==> src/rtl/ldpc_cnu_pkg.sv <==
// ---------------------------------------------------------------------------
// ldpc_cnu_pkg
//   Shared widths, types and helpers for the serial min-sum check node unit.
//   Contents:
//     - default row degree / widths and the DATA_W derivation
//     - MAG_MAX, the largest representable input magnitude
//     - scale_mode_e : normalized (x3/4) or offset scaling
//     - row_sum_t    : per-row summary {min1, min2, idx, parity, deg}
//   The row-summary struct is sized from the constants below; cnu_serial's
//   width parameters default to them and must be kept in step.
// ---------------------------------------------------------------------------
package ldpc_cnu_pkg;

    localparam int CNU_DMAX  = 32;
    localparam int CNU_RES_W = 8;
    localparam int CNU_EXT_W = 3;
    localparam int CNU_IDX_W = 5;

    function automatic int data_width(input int res_w, input int ext_w);
        return res_w + ext_w;
    endfunction

    localparam int CNU_DATA_W = data_width(CNU_RES_W, CNU_EXT_W);
    localparam int MAG_W      = CNU_DATA_W - 1;
    localparam int DEG_W      = CNU_IDX_W + 1;

    // 2^(DATA_W-1)-1: also the value that saturated -2^(DATA_W-1) maps to.
    localparam logic [MAG_W-1:0] MAG_MAX = '1;

    typedef enum logic {
        SCALE_NORM   = 1'b0,
        SCALE_OFFSET = 1'b1
    } scale_mode_e;

    typedef struct packed {
        logic [MAG_W-1:0]     min1;
        logic [MAG_W-1:0]     min2;
        logic [CNU_IDX_W-1:0] idx;
        logic                 parity;
        logic [DEG_W-1:0]     deg;
    } row_sum_t;

endpackage

==> src/rtl/cnu_row_acc.sv <==
// ---------------------------------------------------------------------------
// cnu_row_acc
//   Running min1/min2/min1-index/sign-parity accumulator for one row.
//   Ports:
//     clk, rst   clock, asynchronous active-low reset
//     acc_i      one element accepted this cycle
//     init_i     row closes on this element; restart after capturing it
//     mag_i      magnitude of the accepted element
//     sgn_i      sign of the accepted element
//     k_o        position of the element currently presented
//     sum_o      row summary including the presented element (deg = k+1)
// ---------------------------------------------------------------------------
module cnu_row_acc
    import ldpc_cnu_pkg::*;
(
    input  logic                 clk,
    input  logic                 rst,
    input  logic                 acc_i,
    input  logic                 init_i,
    input  logic [MAG_W-1:0]     mag_i,
    input  logic                 sgn_i,
    output logic [CNU_IDX_W-1:0] k_o,
    output row_sum_t             sum_o
);

    logic [MAG_W-1:0]     min1_q, min2_q, min1_d, min2_d;
    logic [CNU_IDX_W-1:0] idx_q, idx_d, k_q;
    logic                 par_q, par_d;

    // Strict comparisons: on a tie the earlier element keeps min1 and idx.
    always_comb begin
        // NOTE: every output gets a default first so no path leaves a latch.
        min1_d = min1_q;
        min2_d = min2_q;
        idx_d  = idx_q;
        if (mag_i < min1_q) begin
            min2_d = min1_q;
            min1_d = mag_i;
            idx_d  = k_q;
        end else if (mag_i < min2_q) begin
            min2_d = mag_i;
        end
        par_d = par_q ^ sgn_i;
    end

    assign k_o   = k_q;
    assign sum_o = '{min1:   min1_d,
                     min2:   min2_d,
                     idx:    idx_d,
                     parity: par_d,
                     deg:    {1'b0, k_q} + DEG_W'(1)};

    always_ff @(posedge clk or negedge rst) begin
        if (!rst) begin
            min1_q <= MAG_MAX;
            min2_q <= MAG_MAX;
            idx_q  <= '0;
            par_q  <= 1'b0;
            k_q    <= '0;
        end else if (acc_i) begin
            // NOTE: non-blocking so every register sees pre-edge values.
            if (init_i) begin
                min1_q <= MAG_MAX;
                min2_q <= MAG_MAX;
                idx_q  <= '0;
                par_q  <= 1'b0;
                k_q    <= '0;
            end else begin
                min1_q <= min1_d;
                min2_q <= min2_d;
                idx_q  <= idx_d;
                par_q  <= par_d;
                k_q    <= k_q + CNU_IDX_W'(1);
            end
        end
    end

endmodule

==> src/rtl/cnu_serial.sv <==
// ---------------------------------------------------------------------------
// cnu_serial
//   Serial min-sum check node unit with two ping-pong row slots: one row
//   accumulates while the previous one drains, one message per cycle.
//   Optional feature: define CNU_OFFSET_EN to compile in offset scaling
//   (mode/beta functional). Without it mode/beta are ignored and only the
//   normalized x3/4 path exists.
//   Ports:
//     clk, rst               clock, asynchronous active-low reset
//     in_valid/in_ready      input handshake
//     in_data, in_last       signed q message, last element of row
//     out_valid/out_ready    output handshake (registered outputs)
//     out_data, out_last     signed r message, last element of drained row
//     mode, beta             scaling select and offset magnitude
//     deg_err                sticky: a row was force-closed at DMAX elements
// ---------------------------------------------------------------------------
module cnu_serial
    import ldpc_cnu_pkg::*;
#(
    parameter int  DMAX   = CNU_DMAX,
    parameter int  RES_W  = CNU_RES_W,
    parameter int  EXT_W  = CNU_EXT_W,
    parameter int  IDX_W  = CNU_IDX_W,
    localparam int DATA_W = data_width(RES_W, EXT_W)
) (
    input  logic              clk,
    input  logic              rst,
    input  logic              in_valid,
    output logic              in_ready,
    input  logic [DATA_W-1:0] in_data,
    input  logic              in_last,
    output logic              out_valid,
    input  logic              out_ready,
    output logic [RES_W-1:0]  out_data,
    output logic              out_last,
    input  logic              mode,
    input  logic [DATA_W-2:0] beta,
    output logic              deg_err
);

    localparam int RMAX = 2 ** (RES_W - 1) - 1;

    logic [1:0]       full_q, full_d;
    logic             wptr_q, rptr_q, fptr_q;   // write, release, feed slot
    logic [IDX_W-1:0] j_q;                      // next element to feed
    logic             deg_err_q;
    logic             out_valid_q, out_last_q;
    logic [RES_W-1:0] out_data_q;
    row_sum_t         slot_q [2];
    logic [DMAX-1:0]  sgn_q  [2];

    logic             accept, at_dmax, commit, forced, release_slot;
    logic [MAG_W-1:0] in_mag;
    logic [IDX_W-1:0] acc_k;
    row_sum_t         acc_sum;

    assign in_ready     = ~full_q[wptr_q];
    assign accept       = in_valid & in_ready;
    assign at_dmax      = (acc_k == IDX_W'(DMAX - 1));
    assign commit       = accept & (in_last | at_dmax);
    assign forced       = accept & ~in_last & at_dmax;
    assign release_slot = out_valid_q & out_ready & out_last_q;

    // |in_data|, with the most negative code folded onto MAG_MAX.
    always_comb begin
        in_mag = in_data[MAG_W-1:0];
        if (in_data[DATA_W-1]) begin
            if (in_data[MAG_W-1:0] == '0) in_mag = MAG_MAX;
            else                          in_mag = ~in_data[MAG_W-1:0] + MAG_W'(1);
        end
    end

    cnu_row_acc u_acc (
        .clk    (clk),
        .rst    (rst),
        .acc_i  (accept),
        .init_i (commit),
        .mag_i  (in_mag),
        .sgn_i  (in_data[DATA_W-1]),
        .k_o    (acc_k),
        .sum_o  (acc_sum)
    );

    // Commit and release always target different slots, so both may land
    // on the same edge.
    always_comb begin
        full_d = full_q;
        if (commit)       full_d[wptr_q] = 1'b1;
        if (release_slot) full_d[rptr_q] = 1'b0;
    end

    // ---- output path: element j_q of the feed slot -----------------------
    row_sum_t         fsum;
    logic             load_en, feed, feed_last, neg;
    logic [MAG_W-1:0] m_sel;
    logic [MAG_W+1:0] s_norm, s_val;
    logic [RES_W-1:0] sat_mag, res_d;

    assign fsum      = slot_q[fptr_q];
    assign load_en   = ~out_valid_q | out_ready;
    assign feed      = load_en & full_q[fptr_q];
    assign feed_last = ({1'b0, j_q} == fsum.deg - DEG_W'(1));

    always_comb begin
        m_sel  = (j_q == fsum.idx) ? fsum.min2 : fsum.min1;
        // 3*m / 4 as m + 2m; m is non-negative so a logical shift suffices.
        s_norm = ({2'b00, m_sel} + {1'b0, m_sel, 1'b0}) >> 2;
`ifdef CNU_OFFSET_EN
        if (scale_mode_e'(mode) == SCALE_OFFSET)
            s_val = (m_sel > beta) ? {2'b00, m_sel - beta} : '0;
        else
            s_val = s_norm;
`else
        s_val = s_norm;
`endif
        sat_mag = (s_val > (MAG_W + 2)'(RMAX)) ? RES_W'(RMAX) : s_val[RES_W-1:0];
        neg     = fsum.parity ^ sgn_q[fptr_q][j_q];
        res_d   = neg ? -sat_mag : sat_mag;
    end

`ifndef CNU_OFFSET_EN
    logic unused_cfg;
    assign unused_cfg = ^{mode, beta};
`endif

    // ---- control state ---------------------------------------------------
    always_ff @(posedge clk or negedge rst) begin
        if (!rst) begin
            full_q      <= '0;
            wptr_q      <= 1'b0;
            rptr_q      <= 1'b0;
            fptr_q      <= 1'b0;
            j_q         <= '0;
            deg_err_q   <= 1'b0;
            out_valid_q <= 1'b0;
            out_last_q  <= 1'b0;
            out_data_q  <= '0;
        end else begin
            full_q <= full_d;
            if (commit)       wptr_q <= ~wptr_q;
            if (release_slot) rptr_q <= ~rptr_q;
            if (forced)       deg_err_q <= 1'b1;
            if (load_en) begin
                out_valid_q <= full_q[fptr_q];
                out_last_q  <= feed & feed_last;
                if (feed) begin
                    out_data_q <= res_d;
                    j_q        <= feed_last ? '0 : j_q + IDX_W'(1);
                    // Move on once the last element is in the output
                    // register, so the next row follows without a bubble.
                    if (feed_last) fptr_q <= ~fptr_q;
                end
            end
        end
    end

    // ---- slot storage ----------------------------------------------------
    // NOTE: storage needs no reset; full_q gates every read of it.
    always_ff @(posedge clk) begin
        if (accept) sgn_q[wptr_q][acc_k] <= in_data[DATA_W-1];
        if (commit) slot_q[wptr_q]       <= acc_sum;
    end

    assign out_valid = out_valid_q;
    assign out_data  = out_data_q;
    assign out_last  = out_last_q;
    assign deg_err   = deg_err_q;

endmodule

==> config.mk <==
export PLATFORM = sky130hd
export DESIGN_NAME = cnu_serial
export DESIGN_NICKNAME = d
export VERILOG_FILES = /design/src/rtl/ldpc_cnu_pkg.sv /design/src/rtl/cnu_row_acc.sv /design/src/rtl/cnu_serial.sv
export SDC_FILE = /design/constraint.sdc
export NUM_CORES = 1
export LEC_CHECK = 0
export CORE_MARGIN = 4
export CORE_UTILIZATION = 50
export DETAILED_ROUTE_END_ITERATION = 10
export PLACE_DENSITY = 0.74
export SLEW_MARGIN = 10
export SYNTH_ARGS = -nofsm -noshare
export SYNTH_HDL_FRONTEND = slang
export SYNTH_SLANG_ARGS = --single-unit
export TNS_END_PERCENT = 10
==> constraint.sdc <==
create_clock -name clk -period 10.3 [get_ports clk]
set_input_delay 1.545 -clock clk [delete_from_list [all_inputs] [get_ports clk]]
set_output_delay 1.545 -clock clk [all_outputs]
set_load 0.01 [all_outputs]
======== Word-level counts from Yosys, hierarchy flattened ========
Memory sizes are Yosys's and may differ from the RTL's.
Cells that the tools add are included.
cells by class
  add/subtract/negate cells ............... 7
  $lt $le $gt $ge ......................... 11
  eq/ne operators ......................... 3
  muxes and demuxes ....................... 33
  bitwise operators ....................... 22
  reduce and logical (&&, ||, !) cells .... 6
operators with widths
  operator                                             count
  two-way mux 10 bit                                   8
  two-way mux 32 bit                                   1
  < comparator 10 bit                                  2
  two-way mux 5 bit                                    4
  two-way mux 8 bit                                    2
  adder 10 x 11 -> 12 bit                              1
  < comparator 5 x 6 -> 1 bit, second input constant   2
  two-way mux 1 bit                                    12
  adder 10 x 1 -> 10 bit, second input constant        1
  adder 5 x 1 -> 5 bit, second input constant          2
  > comparator 10 x 7 -> 1 bit, second input constant  1
  logical NOT 10 bit                                   1
  inverter 10 bit                                      1
  bitwise AND 1 bit                                    8
  negator 8 bit                                        1
  adder 5 x 1 -> 6 bit, second input constant          1
  equality test 5 x 6 -> 1 bit                         1
  < comparator 1 x 2 -> 1 bit, second input constant   3
  inverter 1 bit                                       6
  subtractor 6 x 1 -> 6 bit, second input constant     1
  binary-select mux 1 bit (select 5 bit)               1
  demux 1 bit (select 5 bit)                           1
  equality test 5 bit                                  1
  equality test 5 bit, second input constant           1
  12 further kinds                                     19
word-level totals
  register bits ........................... 52
  RAM bits ................................ 128
  input port bits ......................... 27
  word-level logic and storage cells ...... 98
  memories ................................ 2
memory list
  memory  depth  width  rd ports  clocked after Yosys merged registers in  wr ports  line              text
  sgn_q   2      32     1         0                                        1         cnu_serial.sv:50  logic [DMAX-1:0] sgn_q [2];
  slot_q  2      32     1         0                                        1         cnu_serial.sv:49  row_sum_t slot_q [2];

======== Longest topological paths before layout ========
  word-level depth ........................ 8
  depth in mapped cells ................... 19
  depth with buffers taken out ............ 18

======== Hierarchy ========
From an unflattened synthesis, not the netlist that was laid out.
unflattened totals
  cell total of the unflattened synthesis .. 794
  area, all modules ....................... 9,472.8 sq um
modules (own cells, without submodules)
  module       times used  cells each  area an instance (sq um)  seq. area each (sq um)
  cnu_serial   1           544         7,249.5                   4,369.2
  cnu_row_acc  1           250         2,223.4                   800.8

======== Worst setup path before layout ========
No wires, ideal clock.
  kind .................................... in2reg
  start point ............................. input port in_data[1]
  end point ............................... memory slot_q[0][12] (netlist bit), data pin
  setup time .............................. 265 ps
  data arrival time ....................... 5,008 ps
  required time ........................... 10,035 ps
  slack ................................... 5,027 ps
  stages .................................. 17
  path through ............................ inv_1 ha_1 or3b_1 nand2b_1 or3_1 or3_1 nand2_1 a21oi_1 a31oi_1 ha_1 a21o_1 a211o_1 a211oi_1 o31a_1 buf_4 mux2i_1 mux2_2
RTL lines
  element             line              text
  start: declaration  cnu_serial.sv:30  input logic [DATA_W-1:0] in_data,
  end: declaration    cnu_serial.sv:49

==> flow_summary.json <==
{
  "relSlewSlack_pct": 33.6,
  "seqPwrFrac_pct": 35.1,
  "use_met2_pct": 27.1,
  "cp.arrival_ps": 6480,
  "drt_iter0_markers": 500,
  "slowest_delay_ps": 600,
  "totalWireLength_microns": 18400,
  "firstDrtPassIters": 5,
  "numCtsBuffers": 17,
  "combPwrFrac_pct": 43.0,
  "p_int_uw": 1790,
  "cp_data_required_time_ps": 10660,
  "post-place-ws_ps": 3780,
  "setup.worst_path.end_class": "flop",
  "ys_top_cells_by_count": "edfxtp_1, nor2_1, nand2_1",
  "seq_area_sq_um": 5170,
  "clockBufferDepth": 2,
  "synth_nets": 871,
  "grt_pass1_vias": 5960,
  "multi_input_area_sq_um": 4030,
  "gr-usage-met1_pct": 25.8,
  "tns_ps": 0,
  "r2r_start": "fptr_q",
  "fin_crit_ps": 6110,
  "yosysMostFrequentCell": "edfxtp_1",
  "syn_area_sq_um": 9540,
  "p_leak_uw": 0.00398,
  "critPathKind": "input port to flop",
  "cts_hold_buffers": 0,
  "htree_levels": 4,
  "ys_types": 77,
  "grt_pass1_wl_microns": 30300,
  "clkPwrFrac_pct": 21.9,
  "switching_share_pct": 39.2,
  "hp-class": "flop to flop",
  "reg2reg_depth": 17,
  "startpoint_type": "input port",
  "initial_utilization_pct": 50.9,
  "nNetsFinal": 886,
  "grt_overflow": 0,
  "layout-drive-gt1-share_pct": 14.0,
  "irDropWorstVdd_uv": 112,
  "via_count": 6199,
  "hpwlAfterDp_microns": 12400,
  "hold_viol_final": 0,
  "yosys.area.top_type_share_pct": 40.3,
  "rows": 50,
  "hp-start": "out_data[4]",
  "slew_viol_final": 0,
  "grt_busiest_layer": "met2",
  "yosysSeqAreaShare_pct": 54.2,
  "stdcell_count": 1070,
  "die_x_microns": 146,
  "fillers": 1568,
  "cts_setup_buffers": 0,
  "coreArea_sq_um": 18800,
  "dpl.cell_count": 1038,
  "use_met3_pct": 3.41,
  "synthFlopType": "edfxtp_1",
  "status": "finished, final reports clean",
  "grt_max_degree": 85,
  "hold_ws_ps": 479,
  "die_area_sq_um": 21400,
  "cp_max_fo": 10,
  "rrSetupSlack_ps": 4620,
  "die_h_microns": 146,
  "clk_latency_ps": 440,
  "switchingPower_uw": 1160,
  "detail_route.vias_per_cell": 5.79,
  "antenna_found_initial": 0,
  "r2r-end": "out_data[6]",
  "ios": 39,
  "synth_async_sr_flop_share_pct": 28.9,
  "diodes": 0,
  "synth_largest_area_cell": "edfxtp_1",
  "wire_per_inst_microns": 17.2,
  "synth_seq_cells": 180,
  "syn_avg_cell_area_sq_um": 11.8,
  "yosysWarningCount": 0,
  "crit_chain": "clkdlybuf4s50_1, inv_1, ha_1, or3b_1, nand2b_1, or3_1, or3_1, nand2_1, a21oi_1, a31oi_1, ha_1, a21o_1, a211o_1, a211oi_1, o31a_1, mux2i_1, a21oi_1, a2bb2oi_1",
  "finalSetupViolCount": 0,
  "fin_worst_skew_ps": 13.6,
  "synthesis.instances": 808,
  "route.detailed.drc": 0,
  "track_usage_pct": 17.6,
  "place_congestion": 0.794,
  "antenna_left": 0,
  "cts_num_sinks": 180,
  "cts_tree": "yes",
  "fin_ws_ps": 4190,
  "finalCritPeriodShare_pct": 59.4,
  "yosys-top-cells-area": "edfxtp_1, dfrtp_1, dfstp_2, ha_1, mux2i_1",
  "clk_pin_slew_ps": 70,
  "powerDensity_nw_per_um2": 280,
  "area_delta_synth_final_pct": 10.3,
  "hold_end": "out_data[4]",
  "worstMarginPinSlew_ps": 996,
  "maxCapViolCount": 0,
  "fmax_mhz": 164,
  "rsz0062_at_grt": "false",
  "hold_depth": 2,
  "synth_edf_count": 128,
  "cts_resized": 0,
  "cts_root_buffer": "clkbuf_16",
  "slowest_stage": "o31a_1",
  "port_buffers": 27
}
[worst max-delay path by stage]
stage                     cells after the start  slack, ps              end        from
after CTS                                    18       4200  u_acc.min2_q[9]  in_data[0]
after detailed placement                     18       3780  u_acc.min2_q[9]  in_data[0]
after floorplan                              17       5030    slot_q[0][12]  in_data[1]
after global placement                       18       3830  u_acc.min2_q[3]  in_data[0]
after global routing                         18       3840  u_acc.min2_q[9]  in_data[0]
final                                        18       4190  u_acc.min2_q[9]  in_data[0]
[sequential cells by signal, summed over array words and instances, names as in the netlist, 2 cells and up]
name / count
sgn_q: 64
slot_q: 64
u_acc.min1_q: 10
u_acc.min2_q: 10
out_data: 8
j_q: 5
u_acc.idx_q: 5
u_acc.k_o: 5
full_q: 2
[metal layers]
metal  share of wire, %  up-vias
met1                 49     3008
met3                4.4       22
met2                 46      138
met5                  0        -
met4                1.3        0
li1                   -     3031
[critical path, delay by kind of cell]
family / cells / cell delay (ps)
AOI/OAI and AO/OA: 8 / 2370
buffers and inverters: 2 / 520
muxes: 1 / 160
and+or+nand+nor: 5 / 1350
adders and majority gates: 2 / 530
[cells by family (layout without fill, tap and decap cells)]
family,Yosys count,in the layout,synth area share [%]
compound gates,174,174,12.5
xor+xnor,28,28,2.92
fa+ha+maj,36,36,4.80
buf+inv,74,102,3.67
flops,180,180,54.2
mux,73,73,9.95
simple gates,243,243,12.0
[cells in the final DEF (no fill, tap or decap), drive strengths merged, types with 12 or more instances in the layout]
cell	Yosys	layout
a31oi	12	12
mux2i	42	42
dfstp	20	20
clkdlybuf4s50	0	25
nor3	12	12
edfxtp	128	128
clkbuf	18	17
mux4	16	16
inv	37	48
a21oi	46	46
ha	35	35
dfrtp	32	32
nor2	105	105
nand3	22	22
nand2	56	56
xnor2	19	19
o21ai	35	35
mux2	15	15
[stage by stage]
stage | utilization [%] | total power (uW) | cell area, sq um
after detailed placement | 52.9 | 2310 | 9940
after floorplan | - | 2050 | 9540
final | 56.1 | 2950 | 10500
after global placement | 52.9 | 2280 | 9940
after CTS | 56.1 | 2960 | 10500
after global routing | 56.1 | 3160 | 10500
[power groups by stage]
stage	sequential (uW)	clock (uW)	combinational (uW)
after floorplan	996	0	1050
after global placement	1040	0	1240
after detailed placement	1050	0	1270
after CTS	1030	653	1280
after global routing	1050	685	1420
final	1030	646	1270
[final cells by class]
type	instances	area share, %
inverters	37	1.32
clock inverters	15	1.59
clock buffers	17	4.04
well taps	234	2.78
multi-input cells	554	38.3
flip-flops and latches	180	49.1
repair buffers	33	2.90
Note: power is estimated with default switching activity, not from simulation.
==> variant 1, RTL diff (config.mk and constraints unchanged) <==
Put one more register stage on the output `deg_err`, with the module's reset. The value now appears one clock later. The other outputs are not delayed to match.
--- a/src/rtl/cnu_serial.sv
+++ b/src/rtl/cnu_serial.sv
@@ -164,7 +164,13 @@
     assign out_valid = out_valid_q;
     assign out_data  = out_data_q;
     assign out_last  = out_last_q;
-    assign deg_err   = deg_err_q;
+    always_ff @(posedge clk or negedge rst) begin
+        if (!rst) begin
+            deg_err <= '0;
+        end else begin
+            deg_err <= deg_err_q;
+        end
+    end
 
 endmodule
 
Check against the original RTL: same outputs for any inputs over 4 cycles, from zero or initial values and one cycle with rst low; that may be too few to reach the edited logic, so the function may still have changed.
==> variant 1 against the original RTL <==
  * Worst setup slack got worse by 0.064 ns
  * Wire length grew 0.58%
  * Non-clock buffer count is the same
  * Sequential cell count rose by 1
  * Synthesized area is 0.26% higher
  * Global-route usage up 0.11 points
  * Total power is 0.56% lower
  * Cell area about the same
  * Clock skew fell by 0.0035 ns
  * Worst hold slack lost 0.10 ns
  * Combinational power about the same
  * Via count up 1.5%
==> variant 1: results (changes against the original RTL) <==
[routing]
drt-initial-drc-count=522  ; +4.4%
viasPerCell=5.88  ; +1.5%
drt_first_pass_iters=5  ; unchanged
avgRoutedWirePerCell_um=17.3  ; +0.49%

[setup_path]
worstPathMaxFanout=10  ; unchanged
arrival_ns=6.53  ; +0.05 ns

[finish]
seq_share=0.493  ; +0.00202
num_antenna_cells=0  ; unchanged
buf_share=0.0290  ; about the same
reg_top3=sgn_q x64, slot_q x64
multi_input_area_share=0.382  ; about the same
drive_gt1_frac=0.140  ; -0.000167
seq_cells=181  ; +0.56%
nFillCells=1545  ; -1.5%
num-nonclk-buffers=33  ; unchanged
clk_share=0.0546  ; -0.00170
layout.cells.non_filler=1071  ; +0.093%
multi_input_cells=554  ; unchanged
nonClockInverterCount=37  ; unchanged
nets=887  ; +0.11%

[clocking]
htreeDepth=4  ; unchanged
cts-buffers-inserted=17  ; unchanged
path_clk_slew_ns=0.07  ; about the same
clockBufferDepth=2  ; unchanged
ctsResizeCount=0  ; unchanged
cts-root-buf=clkbuf_16
clk_latency_ns=0.44  ; about the same
cts_setup_buffers=0  ; unchanged

[placed_design]
numPortBuffers=27  ; unchanged
placed_cells=1039  ; +0.096%
gp_congestion=0.807  ; +1.6%
hpwl_um=12500  ; +1.4%

[sta]
slew_headroom=0.324  ; -0.0119
clock_skew_ns=0.0101  ; -0.00353 ns

[global_route]
grt_usage=0.178  ; +0.00106
grt_max_degree=68  ; -20%
antenna_found_initial=0  ; unchanged
grt_pass1_vias=6017  ; +0.96%
grtUsageMet3=0.0295  ; -0.00466
met2_usage=0.272  ; about the same
met1_usage=0.266  ; +0.00745
grt_pass1_wl_um=30700  ; +1.3%

[yosys]
synth_seq_area_share=0.543  ; +0.00120
synth_area_per_cell_um2=11.8  ; +0.14%
synth_edf_count=128  ; unchanged
synthArstFlopShare=0.293  ; +0.00393
ys_top_cells_by_area=edfxtp_1 40%, dfrtp_1 8.6%, dfstp_2 5.5%, ha_1 4.6%, mux2i_1 4.4%
yosys_warnings=0  ; unchanged
synthesis.nets=872  ; +0.11%
synthTopCellsByCount=128 x edfxtp_1, 104 x nor2_1, 56 x nand2_1
yosysUniqueCellTypes=77  ; unchanged

[worst_hold_path]
hold_path.class=flop to flop

[outcome]
status=complete, no violations

[power]
irDropWorstVdd_mv=0.121  ; +7.8%
leakage_nw=3.99  ; +0.29%

[job]
cap_violations=0  ; unchanged

[variant 1: worst max-delay path, cell delays in order]
cell	delay, ns
clkdlybuf4s50_1	0.43
inv_1	0.09
ha_1	0.19
or3b_1	0.40
nand2b_1	0.21
or3_1	0.33
or3_1	0.34
nand2_1	0.08
a21oi_1	0.06
a31oi_1	0.45
ha_1	0.35
a21o_1	0.16
a211o_1	0.30
a211oi_1	0.25
o31a_1	0.59
mux2i_1	0.15
a21oi_1	0.38
a2bb2oi_1	0.22
[variant 1: cells by family (layout without fill, tap and decap cells)]
group | after synthesis | count (layout) | synth area share
mux | 73 | 73 | 0.0992
flops | 181 | 181 | 0.543
compound gates | 174 | 174 | 0.125
fa+ha+maj | 36 | 36 | 0.0479
simple gates | 243 | 243 | 0.120
buf+inv | 74 | 102 | 0.0366
xor+xnor | 28 | 28 | 0.0292
[variant 1: layer usage]
metal  vias to the layer above  part of all wire
met1                      3074              0.48
met4                         0             0.012
met5                         -                 0
met3                        20             0.054
met2                       161              0.46
li1                       3040                 -
[variant 1: final timing paths]
kind,depth (start not counted),end,slack (ns),from
worst min-delay path,0,deg_err,0.38,deg_err_q
worst max register to register,17,out_data[2],4.63,fptr_q
max in group asynchronous,2,fptr_q,8.55,rst
worst min register to register,0,deg_err,0.38,deg_err_q
worst max-delay path,18,u_acc.min2_q[9],4.12,in_data[0]
min in group asynchronous,2,u_acc.idx_q[4],1.25,rst
[variant 1: power by group]
part           internal, mW  switching, mW  total, mW
clock                 0.324          0.304      0.628
sequential            0.936          0.101       1.04
combinational         0.530          0.736       1.27
[variant 1: through the flow]
step / area (µm²) / worst slack, ns
after detailed placement: 9960 / 3.72
after global placement: 9960 / 3.81
final: 10500 / 4.12
after CTS: 10500 / 4.16
after floorplan: 9570 / 5.03
after global routing: 10500 / 3.69
==> variant 2, RTL diff (same settings) <==
Made on the original files. Change the package constant `CNU_RES_W` from 8 to 9.
--- a/src/rtl/ldpc_cnu_pkg.sv
+++ b/src/rtl/ldpc_cnu_pkg.sv
@@ -12,7 +12,7 @@
 package ldpc_cnu_pkg;
 
     localparam int CNU_DMAX  = 32;
-    localparam int CNU_RES_W = 8;
+    localparam int CNU_RES_W = 9;
     localparam int CNU_EXT_W = 3;
     localparam int CNU_IDX_W = 5;
 
Interface: changed (resized beta, in_data and out_data); port bits go from 39 to 42. The function was not compared with the original's and may differ.
==> variant 2 against the original RTL <==
  * Sequential cell count increased by 7
  * Synthesized area increased by 5.2%
  * Wire length increased by 11%
  * Clock skew decreased by 0.0041 ns
  * Global-route usage increased by 1.7 points
  * Critical endpoint is now u_acc.min1_q[8]
  * Critical path depth decreased by 1
  * Highest routed layer unchanged
  * Total power increased by 7.1%
  * Cell area increased by 5.6%
  * Worst setup slack improved by 0.099 ns
  * Synthesized cell count increased by 7.3%
  * Via count increased by 9.4%
==> variant 2: results (changes against the original RTL) <==
[yosys]
yosysUniqueCellTypes=74  ; -3.9%
syn_inst=867  ; +7.3%
synth_compound_area_frac=0.121  ; -0.00407
synth_seq_area_share=0.535  ; -0.00711
synthAdderAreaFrac=0.0518  ; +0.00386
synthArstFlopShare=0.294  ; +0.00523
synthesis.nets=937  ; +7.6%
synth_edf_count=132  ; +3.1%
synthTopCellsByCount=132 x edfxtp_1, 104 x nor2_1, 91 x nand2_1

[global_route]
met2_usage=0.300  ; +0.0289
grt_usage=0.194  ; +0.0172
grt_pass1_vias=6579  ; +10%
met1_usage=0.279  ; +0.0209
grtUsageMet3=0.0312  ; -0.00295
grt_pass1_wl_um=33800  ; +12%

[routing]
route.met2.wl_um=9300  ; +11%
wl_met1_um=9700  ; +8.3%
drt-initial-drc-count=537  ; +7.4%
wl_met3_um=1090  ; +36%

[setup_path]
cpMaxStageDelayCell=a211oi_4
ff2ff_setup_slack_ns=4.30  ; -0.32 ns
worst-r2r-cell-count=20  ; +3
arrival_ns=6.37  ; -0.11 ns

[placed_design]
placed_area_um2=10500  ; +5.8%
placed_cells=1125  ; +8.4%
numPortBuffers=29  ; +7.4%
hpwl_um=13700  ; +11%
gp_congestion=0.824  ; +3.8%

[sta]
worst_hold_slack_ns=0.473  ; -0.00604 ns
fin_crit_sh=0.584  ; -0.00960

[finish]
seqCellArea_um2=5370  ; +3.8%
layout.cells.non_filler=1157  ; +8.1%
nFillCells=1607  ; +2.5%
reg_top3=slot_q x68, sgn_q x64
drive_gt1_frac=0.133  ; -0.00654

[power]
leakage_nw=4.35  ; +9.3%
irDropWorstVdd_mv=0.136  ; +21%
sequentialPower_mw=1.11  ; +8%
switching_share=0.384  ; -0.00780

[outcome]
status=complete, no violations

## variant 2: cell count changes after synthesis, sizes merged, moves of 11 or more
cell,delta
nor4,+11
nand2,+35
mux4,+13
mux2,-12
o21ai,+25
a21oi,-27
a211oi,+12
## variant 2: worst paths after layout
check / endpoint
worst max register to register: out_data[8]
min in group asynchronous: j_q[3]
worst max-delay path: u_acc.min1_q[8]
worst min register to register: out_data[4]
worst min-delay path: out_data[4]
max in group asynchronous: fptr_q
## variant 2: kinds of logic after synthesis
kind of cell    count (synthesis)
simple gates                  288
flops                         187
compound gates                178
buf+inv                        82
mux                            64
fa+ha+maj                      41
xor+xnor                       27
## variant 2: area by class of cell
type | count | area share
clock buffer | 23 | 0.0459
tap | 265 | 0.0298
inverter | 37 | 0.0125
timing repair buffer | 38 | 0.0313
clock inverter | 9 | 0.00855
multi-input combinational | 598 | 0.389
sequential | 187 | 0.483
